File: src/rtl/pword_writer.sv
// Password reprogramming FSM: collects a new password, then checks a second
// entry against it, then writes the digits into the password RAM.
module pword_writer #(
  parameter int ADDR_W = 2,
  parameter int DATA_W = 4
) (
  input  logic              CLK,
  input  logic              RST,
  input  logic              reconf,
  input  logic              timeout,
  input  logic [DATA_W-1:0] pword,
  input  logic              pword_enter,
  output logic [ADDR_W-1:0] ram_addr,
  output logic [DATA_W-1:0] ram_data,
  output logic              ram_wren,
  output logic              busy,
  output logic              done,
  output logic              fail,
  output logic [ADDR_W-1:0] digit_cnt,
  output logic [3:0]        currentstate
);

  localparam int DIGITS = 2 ** ADDR_W;
  localparam logic [ADDR_W-1:0] LAST = ADDR_W'(DIGITS - 1);
  localparam logic [ADDR_W-1:0] ONE  = ADDR_W'(1);

  typedef enum logic [3:0] {
    S_IDLE    = 4'd0,
    S_COLLECT = 4'd1,
    S_CONFIRM = 4'd2,
    S_WRITE   = 4'd3,
    S_DONE    = 4'd4,
    S_FAIL    = 4'd5
  } state_t;

  state_t                        state_q, state_d;
  logic [ADDR_W-1:0]             idx_q, idx_d;
  logic [DIGITS-1:0][DATA_W-1:0] buf_q, buf_d;
  logic                          mis_q, mis_d;
  logic                          miss_now;

  logic              wren_q;
  logic [ADDR_W-1:0] addr_q;
  logic [DATA_W-1:0] data_q;
  logic              busy_q, done_q, fail_q;
  logic [ADDR_W-1:0] cnt_q;
  state_t            cs_q;

  always_comb begin
    state_d  = state_q;
    idx_d    = idx_q;
    buf_d    = buf_q;
    mis_d    = mis_q;
    miss_now = (pword != buf_q[idx_q]);
    case (state_q)
      S_IDLE: begin
        if (reconf) begin
          state_d = S_COLLECT;
          idx_d   = '0;
          mis_d   = 1'b0;
        end
      end
      S_COLLECT: begin
        if (timeout) begin
          state_d = S_FAIL;
          idx_d   = '0;
        end else if (!reconf) begin
          state_d = S_IDLE;
          idx_d   = '0;
        end else if (pword_enter) begin
          buf_d[idx_q] = pword;
          idx_d        = idx_q + ONE;
          if (idx_q == LAST) state_d = S_CONFIRM;
        end
      end
      S_CONFIRM: begin
        if (timeout) begin
          state_d = S_FAIL;
          idx_d   = '0;
        end else if (!reconf) begin
          state_d = S_IDLE;
          idx_d   = '0;
        end else if (pword_enter) begin
          mis_d = mis_q | miss_now;
          idx_d = idx_q + ONE;
          // Decision must see the last digit's own comparison.
          if (idx_q == LAST) begin
            state_d = (mis_q | miss_now) ? S_FAIL : S_WRITE;
          end
        end
      end
      S_WRITE: begin
        idx_d = idx_q + ONE;
        if (idx_q == LAST) state_d = S_DONE;
      end
      S_DONE, S_FAIL: begin
        idx_d = '0;
        if (!reconf) state_d = S_IDLE;
      end
      default: begin
        state_d = S_IDLE;
        idx_d   = '0;
      end
    endcase
  end

  // Outputs are registered from next-state so they line up with state_q.
  always_ff @(posedge CLK) begin
    if (RST) begin
      state_q <= S_IDLE;
      idx_q   <= '0;
      buf_q   <= '0;
      mis_q   <= 1'b0;
      wren_q  <= 1'b0;
      addr_q  <= '0;
      data_q  <= '0;
      busy_q  <= 1'b0;
      done_q  <= 1'b0;
      fail_q  <= 1'b0;
      cnt_q   <= '0;
      cs_q    <= S_IDLE;
    end else begin
      state_q <= state_d;
      idx_q   <= idx_d;
      buf_q   <= buf_d;
      mis_q   <= mis_d;
      wren_q  <= (state_d == S_WRITE);
      addr_q  <= (state_d == S_WRITE) ? idx_d : '0;
      data_q  <= (state_d == S_WRITE) ? buf_d[idx_d] : '0;
      busy_q  <= (state_d == S_COLLECT) || (state_d == S_CONFIRM) ||
                 (state_d == S_WRITE);
      done_q  <= (state_d == S_DONE);
      fail_q  <= (state_d == S_FAIL);
      cnt_q   <= idx_d;
      cs_q    <= state_d;
    end
  end

  assign ram_wren     = wren_q;
  assign ram_addr     = addr_q;
  assign ram_data     = data_q;
  assign busy         = busy_q;
  assign done         = done_q;
  assign fail         = fail_q;
  assign digit_cnt    = cnt_q;
  assign currentstate = cs_q;

endmodule

File: config.mk
export PLATFORM = sky130hd
export DESIGN_NAME = pword_writer
export DESIGN_NICKNAME = d
export VERILOG_FILES = /design/src/rtl/pword_writer.sv
export SDC_FILE = /design/constraint.sdc
export NUM_CORES = 1
export LEC_CHECK = 0
export ABC_AREA = 1
export BUFFER_PORTS_ARGS = -buffer_cell sky130_fd_sc_hd__buf_4
export CORE_UTILIZATION = 57
export CTS_CLUSTER_SIZE = 40
export DETAILED_ROUTE_END_ITERATION = 6
export MAX_ROUTING_LAYER = met4
export PLACE_DENSITY = 0.8
export SLEW_MARGIN = 20
export SYNTH_ARGS = -nofsm -noshare
export SYNTH_HDL_FRONTEND = slang
export SYNTH_SLANG_ARGS = --single-unit
File: constraint.sdc
create_clock -name CLK -period 2.2 [get_ports CLK]
set_input_delay 0.22 -clock CLK [delete_from_list [all_inputs] [get_ports CLK]]
set_output_delay 0.22 -clock CLK [all_outputs]
set_load 0.02 [all_outputs]
* After elaboration in Yosys (flattened, before gate mapping)
Cells that the tools add are included.
Word-level totals: flip-flop bits (word level) 33, input bits 9, output and inout port bits 16, logic and storage cells 78
Cells by class: $add $sub $neg 1, order comparisons 3, equal/unequal tests 16, mux-type cells 34, bitwise logic cells 2, reduce and logical (&&, ||, !) cells 9
Operators by type and width (count):
- $mux 16 | 4
- $mux 4 | 14
- $pmux 4 s5 | 1
- $bmux 4 s2 | 2
- $bwmux 16 | 1
- $eq 4x2->1 const B | 4
- $eq 4x3->1 const B | 4
- $demux 4 s2 | 1
- $eq 4x1->1 const B | 2
- $mux 2 | 4
- $ne 2x2->1 const B | 4
- $lt 2x3->1 const B | 2
- $pmux 2 s3 | 1
- $reduce_or 2->1 | 3
- $reduce_and 5->1 | 1
- $logic_not 4->1 | 1
- $mux 1 | 4
- $ne 4x4->1 | 1
- $mux 3 | 1
- $add 2x1->2 const B | 1
- $eq 2x2->1 const B | 1
- $ge 2x1->1 const B | 1
- $logic_or 1x1->1 | 2
- $pmux 1 s2 | 1
- other kinds (4) | 4

* Longest topological paths before layout
depth after elaboration 13, mapped depth 14, mapped depth without buffers 14

* Least setup slack after synthesis
Ideal clock, no wire load.
path kind register -> register, start point register, netlist name digit_cnt[1], end point register data_q[2], in the netlist ram_data[2], setup time 113 ps, arrival 1705 ps, required time 2087 ps, setup slack 383 ps, cell stages (with the launch flop) 13, buffers on the path 0, clock period less this slack 1817 ps, cells stage by stage dfxtp_1 inv_2 ha_1 o21ai_2 a21oi_2 nand2_1 inv_2 nor2_8 inv_2 o21ai_2 a21oi_2 nor2_1 nor2_1
RTL lines:
- end signal, assigned | line 129 | data_q <= (state_d == S_WRITE) ? buf_d[idx_d] : '0;
- end, declared | line 44 | logic [DATA_W-1:0] data_q;

==> flow_summary.ini <==
[outcome]
outcome = completed

[synth]
yosysWarnings = 0
synth_ff_type = dfxtp_1
syn_inst = 261
syn-cell-area_um2 = 1960
syn_nets = 274
synth-edff-count = 0
ys_seq_area_frac = 0.338
avgSynthCellArea_um2 = 7.49
synth_cell_type_count = 34
synth_seq_cells = 33
async_flop_share = 0

[timing]
fin_crit_sh = 0.878
hold_violations = 0
finalWorstSetupSlack_ps = 268
rsz0062_at_grt = no
skew_ps = 13.8
setup_viol = 0
setup_tns_ps = 0
finalCriticalPeriod_ps = 1930
worst_hold_slack_ps = 236
max_freq_ghz = 0.518
slew_violations = 0

[die]
io_pins = 25
die-height_um = 60.6
num_rows = 20
die_area_um2 = 3670
start_util = 0.620
core_area_um2 = 3150
die_x_um = 60.6

[worst_setup_path]
crit_chain = inv_2 -> ha_1 -> o21ai_2 -> a21oi_2 -> nand2_1 -> inv_2 -> nor2_8 -> a21oi_1 -> a22oi_1 -> nor2_1
cp-end-kind = flip-flop
critPathMaxFanout = 9
critical_path.top_delay_family = flip-flops
arrival_ps = 2160
worstSetupStartpointType = flip-flop
slowest_stage = dfxtp_1
max_stage_delay_ps = 510
critPathKind = flip-flop to flip-flop
path_buf_inv = 2
critPathRequiredTime_ps = 2420
cp_common_cell = inv_2

[cts]
clock_latency_ps = 330
cts_setup_buffers = 0
cts-root-buf = clkbuf_4
cts_buffer_depth = 2
cts_hold_buf = 0
cts_tree = done
cts.clk_slew.worst_paths_ps = 110
htreeDepth = 2
cts_inserted_buffers = 5
cts_num_sinks = 33
cts_resized = 0

[placed_design]
dp_slack_ps = 302
hpwl_um = 3240
gp_congestion = 0.850
port_buffers = 24

[power]
ir_worst_vdd_mv = 0.352
p_per_area_nw_per_um2 = 525
leakagePower_nw = 1.04

[worst_hold_path]
min_path_type = primary input to flip-flop

[detailed_routing]
num_vias = 1690
firstDrtPassIters = 4
drt-initial-drc-count = 121
drtAntennaViolNets = 0
via_per_inst = 5.04
post-route-drc-count = 0
wl_um = 4190
routedWlPerCell_um = 12.5

[global_route]
grt_antenna_before_repair = 0
grt_overflow_total = 0
grt_usage = 0.273
grt_pass1_wl_um = 7140
grt_pass1_vias = 1601
grt_start_max_net_pins = 22

[final_layout]
nets = 303
diodes = 0
layout-drive-gt1-share = 0.271
area_delta_synth_final_pct = 15.8

[run]
cap_violations = 0
synth_stat cells (3+ instances only):
library cell,count,area (µm²)
nand2_4,4,45.0
a21oi_2,3,26.3
nand2_1,47,176
o21ai_1,9,45.0
nand2_2,3,18.8
inv_2,10,37.5
inv_1,28,105
nor2_2,4,25.0
a21oi_1,18,90.1
nor2_8,3,60.1
nand3_4,6,105
ha_1,4,50.1
nand3_2,6,60.1
o21ai_0,4,20.0
dfxtp_1,33,661
nand3_1,12,60.1
nor2_1,41,154
o21a_1,4,30.0
cell usage in the layout, fill, tap and decap left out, types with 2 or more instances in the layout:
master    instances
o21ai_1           9
nand3_1          12
nand4_1           2
buf_4            25
o21ai_0           4
a22oi_1           2
inv_2            10
nand2_4           4
xor2_1            2
a21oi_1          18
clkbuf_4          5
nor2_8            3
nor2_4            2
nand2_1          47
dfxtp_1          33
a21oi_2           3
o21ai_2           2
nor2_2            4
inv_1            28
nand2_2           3
nand3_4           6
nor2_1           41
o21a_1            4
ha_1              4
nand3_2           6
layout make-up:
type / instances / area [µm²]
Tap cell: 44 / 55.1
Clock buffer: 7 / 55.1
Sequential cell: 33 / 661
Fill cell: 294 / 888
Inverter: 41 / 174
Clock inverter: 1 / 30.0
Timing Repair Buffer: 25 / 188
Multi-Input combinational cell: 184 / 1100
report_power, final:
part           leakage, nW  switching, W  internal, W
registers            0.266    0.00000515     0.000601
logic                0.723     0.0000701    0.0000365
clock network       0.0455      0.000205     0.000271
stage by stage:
| stage | util | total power (W) | std cells | instance area, µm² |
|---|---|---|---|---|
| after global routing | 0.718 | 0.00123 | 335 | 2260 |
| after detailed placement | 0.691 | 0.000726 | 327 | 2180 |
| final | 0.718 | 0.00119 | 335 | 2260 |
| after CTS | 0.718 | 0.00120 | 335 | 2260 |
| after floorplan | - | 0.000690 | 261 | 1960 |
| after global placement | 0.691 | 0.000725 | 327 | 2180 |
per-layer routing:
layer / track usage / up-vias / share of wire
met5: - / - / 0
met4: 0.0747 / 0 / 0.013
met3: 0.0512 / 7 / 0.049
met2: 0.410 / 39 / 0.45
met1: 0.375 / 752 / 0.49
li1: - / 892 / -
path summary, 6_finish.rpt:
check | start | endpoint | slack (ps) | cells past startpoint
max | digit_cnt[1] | ram_data[1] | 270 | 10
min | RST | buf_q[3] | 240 | 2
max reg2reg | digit_cnt[1] | ram_data[1] | 270 | 10
min reg2reg | mis_q | mis_q | 490 | 2
cell families (layout without fill, tap and decap cells):
kind of cell	after synthesis	count (layout)	share of synthesized area
and+or+nand+nor	131	131	0.381
AOI/OAI and AO/OA	46	46	0.147
buffers and inverters	44	74	0.0985
DFF	33	33	0.338
adders and majority gates	4	4	0.0256
xor gates and xnor gates	2	2	0.00896
other	1	1	0.00192
flip-flops by register name, summed over array words and instances, names as in the netlist:
register      flops
buf_q            16
currentstate      4
ram_data          4
digit_cnt         2
ram_addr          2
busy              1
done              1
fail              1
mis_q             1
ram_wren          1
Note: power is estimated with default switching activity, not from simulation.
